**src/rtl/vga_pkg.sv**
```systemverilog
// Shared geometry, control codes and FSM states for the VGA text console writer.
package vga_pkg;

  localparam logic [6:0]  COLS        = 7'd80;
  localparam logic [4:0]  ROWS        = 5'd25;
  localparam logic [11:0] ROW_BYTES   = 12'd160;
  localparam logic [11:0] TEXT_BYTES  = 12'd4000;

  localparam logic [6:0]  LAST_COL    = COLS - 7'd1;
  localparam logic [4:0]  LAST_ROW    = ROWS - 5'd1;
  localparam logic [11:0] LAST_ADDR   = TEXT_BYTES - 12'd1;
  // Last destination byte of the scroll copy; the final row is filled afterwards.
  localparam logic [11:0] SCROLL_LAST = TEXT_BYTES - ROW_BYTES - 12'd1;

  localparam logic [7:0]  CH_BS       = 8'h08;
  localparam logic [7:0]  CH_TAB      = 8'h09;
  localparam logic [7:0]  CH_LF       = 8'h0A;
  localparam logic [7:0]  CH_CR       = 8'h0D;
  localparam logic [7:0]  CH_SPACE    = 8'h20;

  typedef enum logic [2:0] {
    IDLE,
    WR_CHAR,
    WR_ATTR,
    SCROLL_RD,
    SCROLL_WR,
    FILL
  } state_e;

endpackage

```
**src/rtl/vga_console_addr.sv**
```systemverilog
// Maps a cursor position to the byte address of its character cell (attribute is +1).
module vga_console_addr
  import vga_pkg::*;
(
  input  logic [6:0]  x,
  input  logic [4:0]  y,
  output logic [11:0] addr
);

  assign addr = 12'(y) * ROW_BYTES + {4'b0, x, 1'b0};

endmodule

```
**src/rtl/vga_console_writer.sv**
```systemverilog
// Character stream to 80x25 text memory writer with cursor control, scrolling and clear.
module vga_console_writer
  import vga_pkg::*;
(
  input  logic        sys_clk,
  input  logic        sys_rst,
  input  logic [7:0]  in_data,
  input  logic        in_valid,
  output logic        in_ready,
  input  logic [7:0]  attr,
  input  logic        clear,
  output logic [11:0] mem_a,
  output logic [7:0]  mem_dw,
  output logic        mem_we,
  input  logic [7:0]  mem_dr,
  output logic [6:0]  cursor_x,
  output logic [4:0]  cursor_y,
  output logic        busy
);

  state_e      state_q, state_d;
  logic [11:0] mem_a_q, mem_a_d;
  logic [7:0]  mem_dw_q, mem_dw_d;
  logic        mem_we_q, mem_we_d;
  logic [6:0]  cursor_x_q, cursor_x_d;
  logic [4:0]  cursor_y_q, cursor_y_d;
  logic [7:0]  attr_q, attr_d;
  logic        clr_q, clr_d;

  logic [11:0] cell_addr;
  logic [6:0]  tab_x;
  logic        newline;

  vga_console_addr u_addr (
    .x    (cursor_x_q),
    .y    (cursor_y_q),
    .addr (cell_addr)
  );

  assign tab_x = (cursor_x_q | 7'd7) + 7'd1;

  always_comb begin
    state_d    = state_q;
    mem_a_d    = mem_a_q;
    mem_dw_d   = mem_dw_q;
    mem_we_d   = 1'b0;
    cursor_x_d = cursor_x_q;
    cursor_y_d = cursor_y_q;
    attr_d     = attr_q;
    clr_d      = clr_q;
    newline    = 1'b0;

    case (state_q)
      IDLE: begin
        if (clear) begin
          attr_d   = attr;
          clr_d    = 1'b1;
          state_d  = FILL;
          mem_a_d  = 12'd0;
          mem_dw_d = CH_SPACE;
          mem_we_d = 1'b1;
        end else if (in_valid) begin
          attr_d = attr;
          case (in_data)
            CH_CR:  cursor_x_d = 7'd0;
            CH_BS:  if (cursor_x_q != 7'd0) cursor_x_d = cursor_x_q - 7'd1;
            CH_LF:  newline = 1'b1;
            CH_TAB: begin
              if (tab_x >= COLS) newline = 1'b1;
              else cursor_x_d = tab_x;
            end
            default: begin
              state_d  = WR_CHAR;
              mem_a_d  = cell_addr;
              mem_dw_d = in_data;
              mem_we_d = 1'b1;
            end
          endcase
        end
      end
      WR_CHAR: begin
        state_d  = WR_ATTR;
        mem_a_d  = mem_a_q + 12'd1;
        mem_dw_d = attr_q;
        mem_we_d = 1'b1;
      end
      WR_ATTR: begin
        state_d = IDLE;
        if (cursor_x_q == LAST_COL) newline = 1'b1;
        else cursor_x_d = cursor_x_q + 7'd1;
      end
      SCROLL_RD: begin
        state_d  = SCROLL_WR;
        mem_a_d  = mem_a_q - ROW_BYTES;
        mem_we_d = 1'b1;
      end
      SCROLL_WR: begin
        if (mem_a_q == SCROLL_LAST) begin
          state_d  = FILL;
          mem_a_d  = SCROLL_LAST + 12'd1;
          mem_dw_d = CH_SPACE;
          mem_we_d = 1'b1;
        end else begin
          state_d = SCROLL_RD;
          mem_a_d = mem_a_q + ROW_BYTES + 12'd1;
        end
      end
      FILL: begin
        if (mem_a_q == LAST_ADDR) begin
          state_d    = IDLE;
          cursor_x_d = 7'd0;
          if (clr_q) cursor_y_d = 5'd0;
        end else begin
          mem_a_d  = mem_a_q + 12'd1;
          mem_dw_d = mem_a_q[0] ? CH_SPACE : attr_q;
          mem_we_d = 1'b1;
        end
      end
      default: state_d = IDLE;
    endcase

    // Cursor stays put during a scroll; it is parked at column 0 when FILL finishes.
    if (newline) begin
      if (cursor_y_q != LAST_ROW) begin
        cursor_x_d = 7'd0;
        cursor_y_d = cursor_y_q + 5'd1;
      end else begin
        state_d  = SCROLL_RD;
        mem_a_d  = ROW_BYTES;
        mem_we_d = 1'b0;
        clr_d    = 1'b0;
      end
    end
  end

  always_ff @(posedge sys_clk) begin
    if (sys_rst) begin
      state_q    <= IDLE;
      mem_a_q    <= 12'd0;
      mem_dw_q   <= 8'd0;
      mem_we_q   <= 1'b0;
      cursor_x_q <= 7'd0;
      cursor_y_q <= 5'd0;
      attr_q     <= 8'd0;
      clr_q      <= 1'b0;
    end else begin
      state_q    <= state_d;
      mem_a_q    <= mem_a_d;
      mem_dw_q   <= mem_dw_d;
      mem_we_q   <= mem_we_d;
      cursor_x_q <= cursor_x_d;
      cursor_y_q <= cursor_y_d;
      attr_q     <= attr_d;
      clr_q      <= clr_d;
    end
  end

  // Read data only arrives in the SCROLL_WR cycle itself, so it is forwarded straight to the write port.
  assign mem_dw   = (state_q == SCROLL_WR) ? mem_dr : mem_dw_q;
  assign mem_a    = mem_a_q;
  assign mem_we   = mem_we_q;
  assign cursor_x = cursor_x_q;
  assign cursor_y = cursor_y_q;
  assign busy     = (state_q != IDLE);
  assign in_ready = (state_q == IDLE) && !clear;

endmodule

```
**config.mk**
```make
export PLATFORM = sky130hd
export DESIGN_NAME = vga_console_writer
export DESIGN_NICKNAME = d
export VERILOG_FILES = /design/src/rtl/vga_pkg.sv /design/src/rtl/vga_console_addr.sv /design/src/rtl/vga_console_writer.sv
export SDC_FILE = /design/constraint.sdc
export NUM_CORES = 1
export LEC_CHECK = 0
export CORE_MARGIN = 1.5
export CORE_UTILIZATION = 46
export DETAILED_ROUTE_END_ITERATION = 10
export PLACE_DENSITY = 0.71
export SYNTH_ARGS = -nofsm -noshare
export SYNTH_HDL_FRONTEND = slang
export SYNTH_SLANG_ARGS = --single-unit
```
**constraint.sdc**
```tcl
create_clock -name sys_clk -period 3.7 [get_ports sys_clk]
set_clock_uncertainty 0.2 [all_clocks]
set_input_delay 0.74 -clock sys_clk [delete_from_list [all_inputs] [get_ports sys_clk]]
set_output_delay 0.74 -clock sys_clk [all_outputs]
set_load 0.05 [all_outputs]
```
==> impl_table.tex <==
\begin{tabular}{lr}
\hline
Metric & Value \\
\hline
\multicolumn{2}{l}{\textbf{Worst setup path}} \\
\quad Data arrival time at the worst-slack endpoint & 2.47 ns \\
\quad Crit path kind & flop to output pin \\
\quad Top cell family by delay on the critical path & buffers and inverters \\
\quad Cell type of the slowest stage on the worst timing path & clkdlybuf4s50\_1 \\
\quad Required @ worst endpoint & 2.76 ns \\
\quad Setup slack on the worst flop-to-flop path & 0.75 ns \\
\quad Type of element capturing the critical path & output pin \\
\quad Cell with the most instances on the worst path & nand2\_1 \\
\quad CP max stage delay & 0.80 ns \\
\quad Combined buffer and inverter count along the critical path & 1 \\
\quad Largest fanout on the critical path & 15 \\
\quad Critical path cell sequence & and3\_1 -> nand2\_1 -> nand2\_1 -> clkdlybuf4s50\_1 \\
\quad Crit start category & flop \\
\multicolumn{2}{l}{\textbf{Status}} \\
\quad Status & finished, final reports clean \\
\multicolumn{2}{l}{\textbf{Floorplan}} \\
\quad Die height & 93.92 um \\
\quad Horizontal die dimension & 93.92 um \\
\quad Area of the die & 8820 um\^{}2 \\
\quad Core box area & 7848 um\^{}2 \\
\quad Starting Density & 48.45\% \\
\quad I/O pin count & 63 \\
\quad Site Rows & 32 \\
\multicolumn{2}{l}{\textbf{Pwr}} \\
\quad Total power per unit cell area & 689.4 nW/um\^{}2 \\
\quad P\_leak & 0.001755 uW \\
\quad Maximum VDD drop & 0.2989 mV \\
\multicolumn{2}{l}{\textbf{Synthesis}} \\
\quad Most frequent cell after synthesis & nand2\_1 \\
\quad Sequential area share after synthesis & 23.69\% \\
\quad Synth area leader & dfxtp\_1 \\
\quad Avg Cell Area, Syn & 7.298 um\^{}2 \\
\quad Largest cells by area after synthesis & dfxtp\_1, nand2\_1, ha\_1 \\
\quad Count of distinct cell types in the synthesized netlist & 72 \\
\quad Post-Synthesis Cell Area & 3802 um\^{}2 \\
\quad Post-synth ARST share & 0\% \\
\quad Total of warnings raised by yosys & 0 \\
\quad Seq cells post-synth & 45 \\
\quad Ranking of synthesized cells by instance count & nand2\_1, nor2\_1, dfxtp\_1 \\
\quad Number of enable flip-flop cells after synthesis & 0 \\
\quad Number of nets in the synthesized netlist & 572 \\
\quad Predominant post-synthesis flop cell & dfxtp\_1 \\
\quad Gate count after technology mapping & 521 \\
\quad Area share of the leading cell type in the synthesized netlist & 23.69\% \\
\multicolumn{2}{l}{\textbf{Global route}} \\
\quad Maximum number of pins on one net before global-route repair & 26 \\
\quad Vias in the first global route & 3957 \\
\quad Grt ovf & 0 \\
\quad Antenna violations before repair & 0 \\
\quad Overall routing resource usage & 28.24\% \\
\quad Global-route wire length before repair & 19680 um \\
\multicolumn{2}{l}{\textbf{STA}} \\
\quad Number of hold violations in the final report & 0 \\
\quad Finish-stage setup viols & 0 \\
\quad Minimum period implied by the final worst setup slack & 3.414 ns \\
\quad Worst slew slack as a fraction of its limit & 51.65\% \\
\quad Max Clk Rate & 292.9 MHz \\
\quad RSZ-0062 raised after global routing & no \\
\quad Period utilisation layout & 92.27\% \\
\quad Sum of negative setup slack & 0 ns \\
\quad Slew Viols, Final & 0 \\
\quad Slew at the pin closest to its max-slew limit & 0.7252 ns \\
\multicolumn{2}{l}{\textbf{Detailed routing}} \\
\quad First-pass detailed-route iteration total & 5 \\
\quad Via Count & 4199 \\
\quad DR DRC count & 0 \\
\quad Wirelength per Cell & 17.90 um \\
\quad Post-detailed-route count of antenna-violating nets & 0 \\
\quad Routed Wire Length & 12140 um \\
\quad DR iter-0 viols & 358 \\
\quad Per-cell via count in the routed design & 6.193 \\
\multicolumn{2}{l}{\textbf{CTS}} \\
\quad Number of clock buffers inserted by TritonCTS & 5 \\
\quad Clock root buffer & clkbuf\_8 \\
\quad Quantity of gates resized following cts & 0 \\
\quad Post-CTS setup buffer count & 0 \\
\quad Clock latency on the worst-skew pair & 0.30 ns \\
\quad Clk buf depth & 2 \\
\quad CTS tree & yes \\
\quad Sink Count & 45 \\
\quad Register clock-pin slew on the reported worst setup and hold paths & 0.09 ns \\
\quad \# hold bufs at CTS & 0 \\
\quad Total number of H-tree levels & 2 \\
\multicolumn{2}{l}{\textbf{Layout}} \\
\quad Area delta synth->final & 21.52\% \\
\quad Finished Core Util & 58.88\% \\
\quad Share of post-route cells with drive strength above 1 & 7.813\% \\
\quad Final std cells w/o fill & 678 \\
\quad Nets & 626 \\
\quad Antenna cells & 0 \\
\quad Area used by multi-input combinational logic & 2689 um\^{}2 \\
\quad Fillers & 767 \\
\quad Area taken by flip-flops and latches & 900.9 um\^{}2 \\
\multicolumn{2}{l}{\textbf{Job}} \\
\quad Number of violations of the max-capacitance limit & 0 \\
\multicolumn{2}{l}{\textbf{Place}} \\
\quad Final weighted congestion in routability-driven placement & 0.9779 \\
\quad Estimated wirelength of the detail-placed design & 9275 um \\
\quad Placed insts & 670 \\
\quad Number of I/O port buffers & 62 \\
\multicolumn{2}{l}{\textbf{Hold path}} \\
\quad Hold Path Class & flop to flop \\
\hline
\end{tabular}
metal layers:
metal | global-route usage (%) | part of all wire, % | vias up
li1 | - | - | 2008
met1 | 36.56 | 43 | 1953
met2 | 46.68 | 47 | 210
met3 | 5.016 | 8.3 | 28
met4 | 10.45 | 2.2 | 0
met5 | 0 | 0 | -
logic make-up after synthesis:
group,share of synthesized area (%)
AOI/OAI and AO/OA,27.84
and+or+nand+nor,28.79
adders and majority gates,7.963
xor gates and xnor gates,4.146
buffers and inverters,5.594
muxes,1.974
DFF,23.69
worst min-delay path, cell delays in order, from the launching register on:
cell and delay (ns):
dfxtp_1 0.32, nand2_1 0.05, a21oi_1 0.05
sequential cells by signal, summed over array words and instances, names as in the netlist:
signal,cells
cursor_y,5
state_q,3
clr_q,1
mem_dw_q,8
mem_a,12
attr_q,8
mem_we,1
cursor_x,7
path summary, 6_finish.rpt:
path | start | to | depth (start not counted)
worst min-delay path | attr_q[2]$_SDFFE_PP0P_ | attr_q[2]$_SDFFE_PP0P_ | 2
worst max-delay path | state_q[2]$_SDFF_PP0_ | mem_dw[1] | 4
worst min register to register | attr_q[2]$_SDFFE_PP0P_ | attr_q[2]$_SDFFE_PP0P_ | 2
worst max register to register | cursor_y[2]$_SDFF_PP0_ | mem_a[11]$_SDFF_PP0_ | 10
final cells by class:
cell class	count	share of cell area (%)
clock buffers	5	1.489
well taps	102	2.762
multi-input cells	423	58.19
inverters	24	1.950
clock inverters	3	0.4603
flip-flops and latches	45	19.50
repair buffers	76	15.65
layout by cell type, fill, tap and decap left out, drive strengths merged, types with 6 or more instances in the layout:
master,n
nand2,80
nor2b,6
nand2b,7
xnor2,10
nand3,17
o21ai,31
xor2,8
nor2,52
and3,7
clkdlybuf4s50,61
ha,21
nand4,10
inv,25
buf,15
nor3,17
a31oi,18
a22oi,7
a211oi,9
a21oi,36
dfxtp,45
power breakdown:
part / switching (uW) / internal (uW) / total [uW]
clock network: 185 / 134 / 319
registers: 244 / 630 / 874
logic: 1300 / 696 / 1990
through the flow:
step	hold WS (ns)	power [uW]	area (um^2)	worst slack [ns]
after global routing	0.2915	3393	4621	0.1444
after CTS	0.2635	3173	4621	0.3081
after global placement	0.2459	2812	4531	0.4747
after floorplan	0.2360	2241	3802	0.5952
after detailed placement	0.2503	2847	4531	0.4435
final	0.2599	3186	4621	0.2860
No activity file was read; power rests on OpenSTA's default activity.
